$ cat src/rtl/alu_acc_sequencer_if.sv
// Command/result bus of alu_acc_sequencer; ResZero exists only with ALU_ACC_ZFLAG_EN.
// Both channels use valid/ready: a transfer happens on a rising edge where valid and ready are both high.
interface alu_acc_sequencer_if #(
   parameter int WIDTH = 4
);
   logic             Clear;
   logic             CmdValid;
   logic             CmdReady;
   logic [3:0]       CmdOp;
   logic [WIDTH-1:0] CmdData;
   logic             CmdUseCarry;
   logic             ResValid;
   logic             ResReady;
   logic [WIDTH-1:0] ResData;
   logic             ResCarry;
`ifdef ALU_ACC_ZFLAG_EN
   logic             ResZero;

   modport master (
      output Clear, CmdValid, CmdOp, CmdData, CmdUseCarry, ResReady,
      input  CmdReady, ResValid, ResData, ResCarry, ResZero
   );

   modport slave (
      input  Clear, CmdValid, CmdOp, CmdData, CmdUseCarry, ResReady,
      output CmdReady, ResValid, ResData, ResCarry, ResZero
   );
`else
   modport master (
      output Clear, CmdValid, CmdOp, CmdData, CmdUseCarry, ResReady,
      input  CmdReady, ResValid, ResData, ResCarry
   );

   modport slave (
      input  Clear, CmdValid, CmdOp, CmdData, CmdUseCarry, ResReady,
      output CmdReady, ResValid, ResData, ResCarry
   );
`endif
endinterface

$ cat src/rtl/alu_acc_sequencer.sv
// Accumulator/command sequencer wrapped around an external WIDTH-bit ALU (IDLE -> EXEC -> RESP).
// Define ALU_ACC_ZFLAG_EN to add the registered ResZero flag on the result channel.
module alu_acc_sequencer #(
   parameter int WIDTH = 4
) (
   input  logic                Clock,
   input  logic                Resetn,
   alu_acc_sequencer_if.slave  bus,
   output logic [WIDTH-1:0]    AluA,
   output logic [WIDTH-1:0]    AluB,
   output logic                AluCin,
   output logic [2:0]          AluControl,
   input  logic [WIDTH-1:0]    AluOutput,
   input  logic                AluCout,
   output logic                Busy,
   output logic [1:0]          DbgState
);

   typedef enum logic [1:0] {
      S_IDLE = 2'd0,
      S_EXEC = 2'd1,
      S_RESP = 2'd2
   } state_t;

   state_t           state, state_nx;
   logic [WIDTH-1:0] acc, acc_nx;
   logic [WIDTH-1:0] breg, breg_nx;
   logic [3:0]       opreg, opreg_nx;
   logic             carry, carry_nx;
   logic             cinreg, cinreg_nx;

   always_ff @(posedge Clock or negedge Resetn) begin
      if (!Resetn) begin
         state  <= S_IDLE;
         acc    <= '0;
         breg   <= '0;
         opreg  <= '0;
         carry  <= 1'b0;
         cinreg <= 1'b0;
      end else begin
         state  <= state_nx;
         acc    <= acc_nx;
         breg   <= breg_nx;
         opreg  <= opreg_nx;
         carry  <= carry_nx;
         cinreg <= cinreg_nx;
      end
   end

   always_comb begin
      state_nx  = state;
      acc_nx    = acc;
      breg_nx   = breg;
      opreg_nx  = opreg;
      carry_nx  = carry;
      cinreg_nx = cinreg;
      case (state)
         S_IDLE: begin
            // Clear wins over a pending command; the command simply waits.
            if (bus.Clear) begin
               acc_nx   = '0;
               carry_nx = 1'b0;
            end else if (bus.CmdValid) begin
               opreg_nx  = bus.CmdOp;
               breg_nx   = bus.CmdData;
               cinreg_nx = bus.CmdUseCarry & carry;
               state_nx  = S_EXEC;
            end
         end
         S_EXEC: begin
            if (opreg[3]) begin
               acc_nx = breg;
            end else begin
               acc_nx   = AluOutput;
               carry_nx = AluCout;
            end
            state_nx = S_RESP;
         end
         S_RESP: begin
            if (bus.ResReady) begin
               state_nx = S_IDLE;
            end
         end
         default: state_nx = S_IDLE;
      endcase
   end

`ifdef ALU_ACC_ZFLAG_EN
   logic zreg;

   // Tracks acc register-for-register so it is valid in the same cycle as ResData.
   always_ff @(posedge Clock or negedge Resetn) begin
      if (!Resetn) begin
         zreg <= 1'b0;
      end else begin
         zreg <= (acc_nx == '0);
      end
   end

   assign bus.ResZero = zreg;
`endif

   // Gating with Resetn keeps CmdReady low while reset is asserted.
   assign bus.CmdReady = Resetn & (state == S_IDLE) & ~bus.Clear;
   assign bus.ResValid = (state == S_RESP);
   assign bus.ResData  = acc;
   assign bus.ResCarry = carry;

   assign AluA       = acc;
   assign AluB       = breg;
   assign AluCin     = cinreg;
   assign AluControl = opreg[2:0];

   assign Busy     = (state != S_IDLE);
   assign DbgState = state;

endmodule

$ cat src/flat_wrapper.sv
// flat-port wrapper written by rule: the top's interface ports become plain ports
module alu_acc_sequencer_flat 
#(
   parameter int WIDTH = 4
)
  (Clock, Resetn, AluA, AluB, AluCin, AluControl, AluOutput, AluCout, Busy, DbgState, bus_Clear, bus_CmdValid, bus_CmdOp, bus_CmdData, bus_CmdUseCarry, bus_ResReady, bus_CmdReady, bus_ResValid, bus_ResData, bus_ResCarry);
  alu_acc_sequencer_if #(.WIDTH(WIDTH)) bus_i ();
  input  logic Clock;
  input  logic Resetn;
  output logic [WIDTH-1:0] AluA;
  output logic [WIDTH-1:0] AluB;
  output logic AluCin;
  output logic [2:0] AluControl;
  input  logic [WIDTH-1:0] AluOutput;
  input  logic AluCout;
  output logic Busy;
  output logic [1:0] DbgState;
  input wire logic [$bits(bus_i.Clear)-1:0] bus_Clear;
  input wire logic [$bits(bus_i.CmdValid)-1:0] bus_CmdValid;
  input wire logic [$bits(bus_i.CmdOp)-1:0] bus_CmdOp;
  input wire logic [$bits(bus_i.CmdData)-1:0] bus_CmdData;
  input wire logic [$bits(bus_i.CmdUseCarry)-1:0] bus_CmdUseCarry;
  input wire logic [$bits(bus_i.ResReady)-1:0] bus_ResReady;
  output wire logic [$bits(bus_i.CmdReady)-1:0] bus_CmdReady;
  output wire logic [$bits(bus_i.ResValid)-1:0] bus_ResValid;
  output wire logic [$bits(bus_i.ResData)-1:0] bus_ResData;
  output wire logic [$bits(bus_i.ResCarry)-1:0] bus_ResCarry;
  assign bus_i.Clear = bus_Clear;
  assign bus_i.CmdValid = bus_CmdValid;
  assign bus_i.CmdOp = bus_CmdOp;
  assign bus_i.CmdData = bus_CmdData;
  assign bus_i.CmdUseCarry = bus_CmdUseCarry;
  assign bus_i.ResReady = bus_ResReady;
  assign bus_CmdReady = bus_i.CmdReady;
  assign bus_ResValid = bus_i.ResValid;
  assign bus_ResData = bus_i.ResData;
  assign bus_ResCarry = bus_i.ResCarry;
  alu_acc_sequencer #(.WIDTH(WIDTH)) u_core (.Clock(Clock), .Resetn(Resetn), .bus(bus_i), .AluA(AluA), .AluB(AluB), .AluCin(AluCin), .AluControl(AluControl), .AluOutput(AluOutput), .AluCout(AluCout), .Busy(Busy), .DbgState(DbgState));
endmodule
$ cat config.mk
export PLATFORM = sky130hd
export DESIGN_NAME = alu_acc_sequencer_flat
export DESIGN_NICKNAME = d
export VERILOG_FILES = /design/src/rtl/alu_acc_sequencer_if.sv /design/src/rtl/alu_acc_sequencer.sv /design/src/flat_wrapper.sv
export SDC_FILE = /design/constraint.sdc
export NUM_CORES = 1
export LEC_CHECK = 0
export CELL_PAD_IN_SITES_DETAIL_PLACEMENT = 0
export CELL_PAD_IN_SITES_GLOBAL_PLACEMENT = 1
export CORE_ASPECT_RATIO = 1.75
export CORE_MARGIN = 2
export CORE_UTILIZATION = 30
export DETAILED_ROUTE_END_ITERATION = 10
export PLACE_DENSITY_LB_ADDON = 0.1
export SETUP_SLACK_MARGIN = 0.2
export SYNTH_ARGS = -nofsm -noshare
export SYNTH_HDL_FRONTEND = slang
export SYNTH_SLANG_ARGS = --single-unit
$ cat constraint.sdc
create_clock -name Clock -period 3.4 [get_ports Clock]
set_input_delay 0.68 -clock Clock [delete_from_list [all_inputs] [get_ports Clock]]
set_output_delay 0.68 -clock Clock [all_outputs]
set_load 0.01 [all_outputs]
* After elaboration in Yosys (flattened, before gate mapping) *
Cells that the tools add are included.
Widths: inputs -> output; s select.

word-level totals
  register bits after elaboration = 16
  output and inout port bits = 22
  bits of input ports = 19

operators by class
  equal/unequal tests = 7
  bitwise logic cells = 4
  reductions and logical operators = 7
  muxes and demuxes = 10

operators by type and width
  operator            number
  $ne 2x2->1 const B  5
  $reduce_and 3->1    3
  $mux 4              2
  $pmux 4 s2          1
  $mux 2              3
  $pmux 2 s3          1
  $reduce_bool 2->1   2
  $and 1x1->1         3
  $eq 2x1->1 const B  1
  $eq 2x2->1 const B  1
  $logic_not 2->1     1
  $mux 1              2
  $pmux 1 s2          1
  $reduce_and 2->1    1
  $not 1->1           1

* Longest topological paths before layout *
  word-level depth = 3
  gate-level depth with buffers = 3

* Worst setup path after synthesis *
Ideal clock, no wire load.

  kind = reg-to-output
  from = reg u_core.state[1], in the netlist u_core.DbgState[1]
  to = out bus_CmdReady
  required time = 2720 ps
  path slack = 1584 ps
  stages on the path, launching flop included = 3
  arrival = 1136 ps
  cells stage by stage = dfrtp_1 > or2_2 > nor3b_1

on the way
  word-level cells in the longest chain between the ends = 3

ends and longest elaborated chain
  what                       line                      text
  start: declaration         alu_acc_sequencer.sv:25   state_t state, state_nx;
  start signal: assignment   alu_acc_sequencer.sv:41   state <= state_nx;
  $logic_not 2->1            alu_acc_sequencer.sv:104  assign bus.CmdReady = Resetn & (state == S_IDLE) & ~bus.Clear;
  $and 1x1->1 (2 in series)  alu_acc_sequencer.sv:104
  end: declaration           flat_wrapper.sv:24        output wire logic [$bits(bus_i.CmdReady)-1:0] bus_CmdReady;

No other way between the ends.

* Final worst setup path *
  from = in bus_Clear
  to = out bus_CmdReady

on the way
  word-level cells in the longest chain between the ends = 2

ends and longest elaborated chain
  what                        line                      text
  start: declaration          flat_wrapper.sv:18        input wire logic [$bits(bus_i.Clear)-1:0] bus_Clear;
  $not 1->1 (no source line)  n/a
  $and 1x1->1                 alu_acc_sequencer.sv:104

No other way between the ends.

==> impl.org <==
** Status
- Outcome :: finished clean

** Critical path
- Worst Path Max Fanout :: 3
- At the worst endpoint, the required time is 2720 ps.
- For the worst setup path, the data arrival time is 1910 ps.
- Sort of element at the end of the critical path :: primary output
- Slowest stage delay, CP :: 570 ps
- Crit path cell chain :: clkdlybuf4s50_1, nor3b_1, clkdlybuf4s50_1
- Category of the most critical setup path :: in2out
- The largest individual stage delay along the critical path comes from the cell sky130_fd_sc_hd__clkdlybuf4s50_1.
- Register-to-register setup slack :: approximately 2000 ps
- Critical Path Source Type :: input pin
- The cell that appears most often on the critical path is sky130_fd_sc_hd__clkdlybuf4s50_1.

** Worst hold path
- Tightest Hold Check Type :: reg2reg

** STA
- RSZ-0062 raised after global routing :: no
- After layout, the worst path uses 76.1% of the clock period.
- Total negative slack :: 0 ps
- Across the routed clock network, the largest skew measured is around 5.7 ps.
- Worst Hold Slack :: about 510 ps
- Upper clock frequency limit :: slightly below 400 MHz
- The routed design could run at a clock period as short as between 2000 and 3000 ps.
- Slew HR :: 72.7%
- At the pin with the least slew margin, the transition time is just over 400 ps.
- The count of final hold-check violations is 0.
- Final Max Tran Viols :: 0
- Setup violations remaining at the end of the flow were counted as 0.

** Yosys
- Synth Register Bits :: 16
- Yosys printed 0 warnings.
- Most numerous cell in the Yosys netlist :: sky130_fd_sc_hd__dfrtp_1
- Post-synthesis instance area :: ~740 sq um
- Each instance of the synthesized netlist takes up on average around 13 sq um.
- Number of synthesized flops with an enable pin :: 0
- Post-synthesis cell type count :: 19
- Sorting the synthesized cells by area gives the leading types as sky130_fd_sc_hd__dfrtp_1 54%, sky130_fd_sc_hd__mux2_2 12%, sky130_fd_sc_hd__buf_4 7.1%.
- Number of nets produced by synthesis :: between 70 and 80
- After synthesis, the share of flip-flops with an asynchronous set or reset is 100%.
- Number of cells produced by synthesis :: 55
- Sequential cells were found to cover a little over half of the synthesized design area.
- Area fraction of the dominant cell type after synthesis :: between 50% and 60%
- After synthesis, the most frequently instantiated cells are 16 x sky130_fd_sc_hd__dfrtp_1, 8 x sky130_fd_sc_hd__mux2_2, 7 x sky130_fd_sc_hd__buf_4, 5 x sky130_fd_sc_hd__mux2i_1, 4 x sky130_fd_sc_hd__o2bb2ai_1.
- Of all cell types, the one taking the most synthesized area is sky130_fd_sc_hd__dfrtp_1.
- Most used DFF post-synth :: sky130_fd_sc_hd__dfrtp_1

** Die
- The floorplan step defined a die boundary enclosing between 2000 and 3000 sq um.
- Core Region :: 2330 sq um
- Die height :: between 60 and 70 um
- The die is roughly 42 um wide.
- Once the floorplan was initialized, standard cells occupied about a third of the core.
- After floorplanning, the core was divided into 23 placement rows.
- For this design the top-level I/O count stands at just over 40.

** Placement
- Number of port buffers :: 40
- Total half-perimeter wirelength after legalization and detailed placement :: ~1.1 mm
- Global placement routability congestion :: between 0.6 and 0.7

** Global routing
- The number of global-route vias before repair came to around 600.
- In the global route stage, overall resource usage came out at between 10% and 20%.
- After global routing the overflow that remains totals 0.
- Entering global routing, the biggest net connects 17 pins.
- The number of antenna violations at the first check in global routing is 0.
- The first global-routing pass estimated about 2.6 mm of wire.

** Finish
- End-of-flow core utilization :: 49.8%
- Fillers :: 228
- For this run, the post-layout net count is 112.
- The number of antenna diodes in the final layout is 0.
- Fraction of final layout cells with drive strength greater than 1 :: between 10% and 20%
- Synthesis-to-finish area growth :: 56.6%

** Job
- Across the run, the number of max-cap violations was 0.

** Detailed routing
- DR pass1 iterations :: 1
- Average wire per standard cell :: around 13 um
- Dividing the detail-routed via count by the number of cells gives 4.72.
- The routed layout has around 550 vias.
- Iteration-0 DRC count of the detailed router :: 0
- Detailed-route DRC error count :: 0
- Post-DRT Antenna Nets :: 0
- For this block, the routed nets add up to about 1.5 mm of wire.

** Clock network
- The clock drives 16 sinks.
- Counting the buffers created by CTS gives 3.
- After clock tree synthesis, the setup repair step added 0 buffers.
- Clock latency reported for the late side of the worst-skew pair :: ~240 ps
- In this run the deepest clock path goes through 2 buffers.
- In this run the number of H-tree levels came out at 1.
- CTS tree :: yes
- The cell sitting at the root of the clock tree is a sky130_fd_sc_hd__clkbuf_8.
- Resized cells post-CTS :: 0
- Number of buffers added to fix hold violations after cts :: 0
- Clock-pin slew was measured on the worst setup and hold paths at ~50 ps.

** Power
- Total chip power :: around 0.63 mW
- Dividing total power by cell area gives a power density of roughly 540 nW/um^2.
- For this design the static power due to leakage is 0.496 nW.
- Peak supply drop :: a little under 0.0003 V
stage by stage:
| stage | area (sq um) | cells | setup WS, ps |
|---|---|---|---|
| 2_1_floorplan | 741 | 55 | 1580 |
| 3_3_place_gp | 1120 | 113 | 834 |
| 3_5_place_dp | 1120 | 113 | 821 |
| 4_1_cts | 1160 | 116 | 806 |
| 5_1_grt | 1160 | 116 | 729 |
| 6_report | 1160 | 116 | 811 |
final timing paths:
| check | end | depth (start not counted) | start |
|---|---|---|---|
| worst max register to register | u_core.AluB[0] | 3 | u_core.DbgState[1] |
| worst max-delay path | bus_CmdReady | 3 | bus_Clear |
| worst min-delay path | u_core.AluA[0] | 1 | u_core.AluA[0] |
| max in group asynchronous | u_core.AluB[0] | 2 | Resetn |
| min in group asynchronous | u_core.AluA[3] | 2 | Resetn |
| worst min register to register | u_core.AluA[0] | 1 | u_core.AluA[0] |
final cells by class:
cell class	count	area, sq um	area share (%)
multi-input cells	28	264	22.8
inverters	2	7.51	0.647
clock buffers	3	41.3	3.56
flip-flops and latches	16	400	34.5
well taps	25	31.3	2.70
repair buffers	42	415	35.8
sequential cells by signal, indices dropped and copies added, names as in the netlist:
name / cells
u_core.AluCin: 1
u_core.DbgState: 2
u_core.bus.ResCarry: 1
u_core.AluB: 4
u_core.opreg: 4
u_core.AluA: 4
metal layers:
metal | track usage (%) | share of wire, %
met5 | 0 | 0
met4 | 6.45 | 1.6
met3 | 2.08 | 6.4
met2 | 17.4 | 53
met1 | 14.0 | 39
critical path: cells and delay by family:
kind | cells | cell delay, ps
buf+inv | 2 | 1030
simple gates | 1 | 200
logic make-up after synthesis:
logic type | count (synthesis) | synth area share, %
AO/OA/AOI/OAI | 7 | 7.60
AND/OR/NAND/NOR | 8 | 9.12
buffers and inverters | 11 | 10.3
multiplexers | 13 | 18.9
flip-flops | 16 | 54.1
where the power goes:
group | total (mW) | switching (mW) | internal [mW]
combinational | 0.223 | 0.0737 | 0.149
sequential | 0.267 | 0.0358 | 0.231
clock | 0.136 | 0.0579 | 0.0783
total | 0.626 | 0.167 | 0.459
cell usage in the layout, fill, tap and decap left out, drive strengths merged:
cell type      instances
mux2i                  5
inv                    2
or2                    1
o2bb2ai                4
a211o                  1
and4bb                 1
mux2                   8
nor3b                  1
dfrtp                 16
clkbuf                 3
o21bai                 1
clkdlybuf4s50         40
or2b                   2
buf                    2
and3                   1
o21ai                  1
nand2                  1
nor4b                  1
Power figures use the tool's default switching activity.
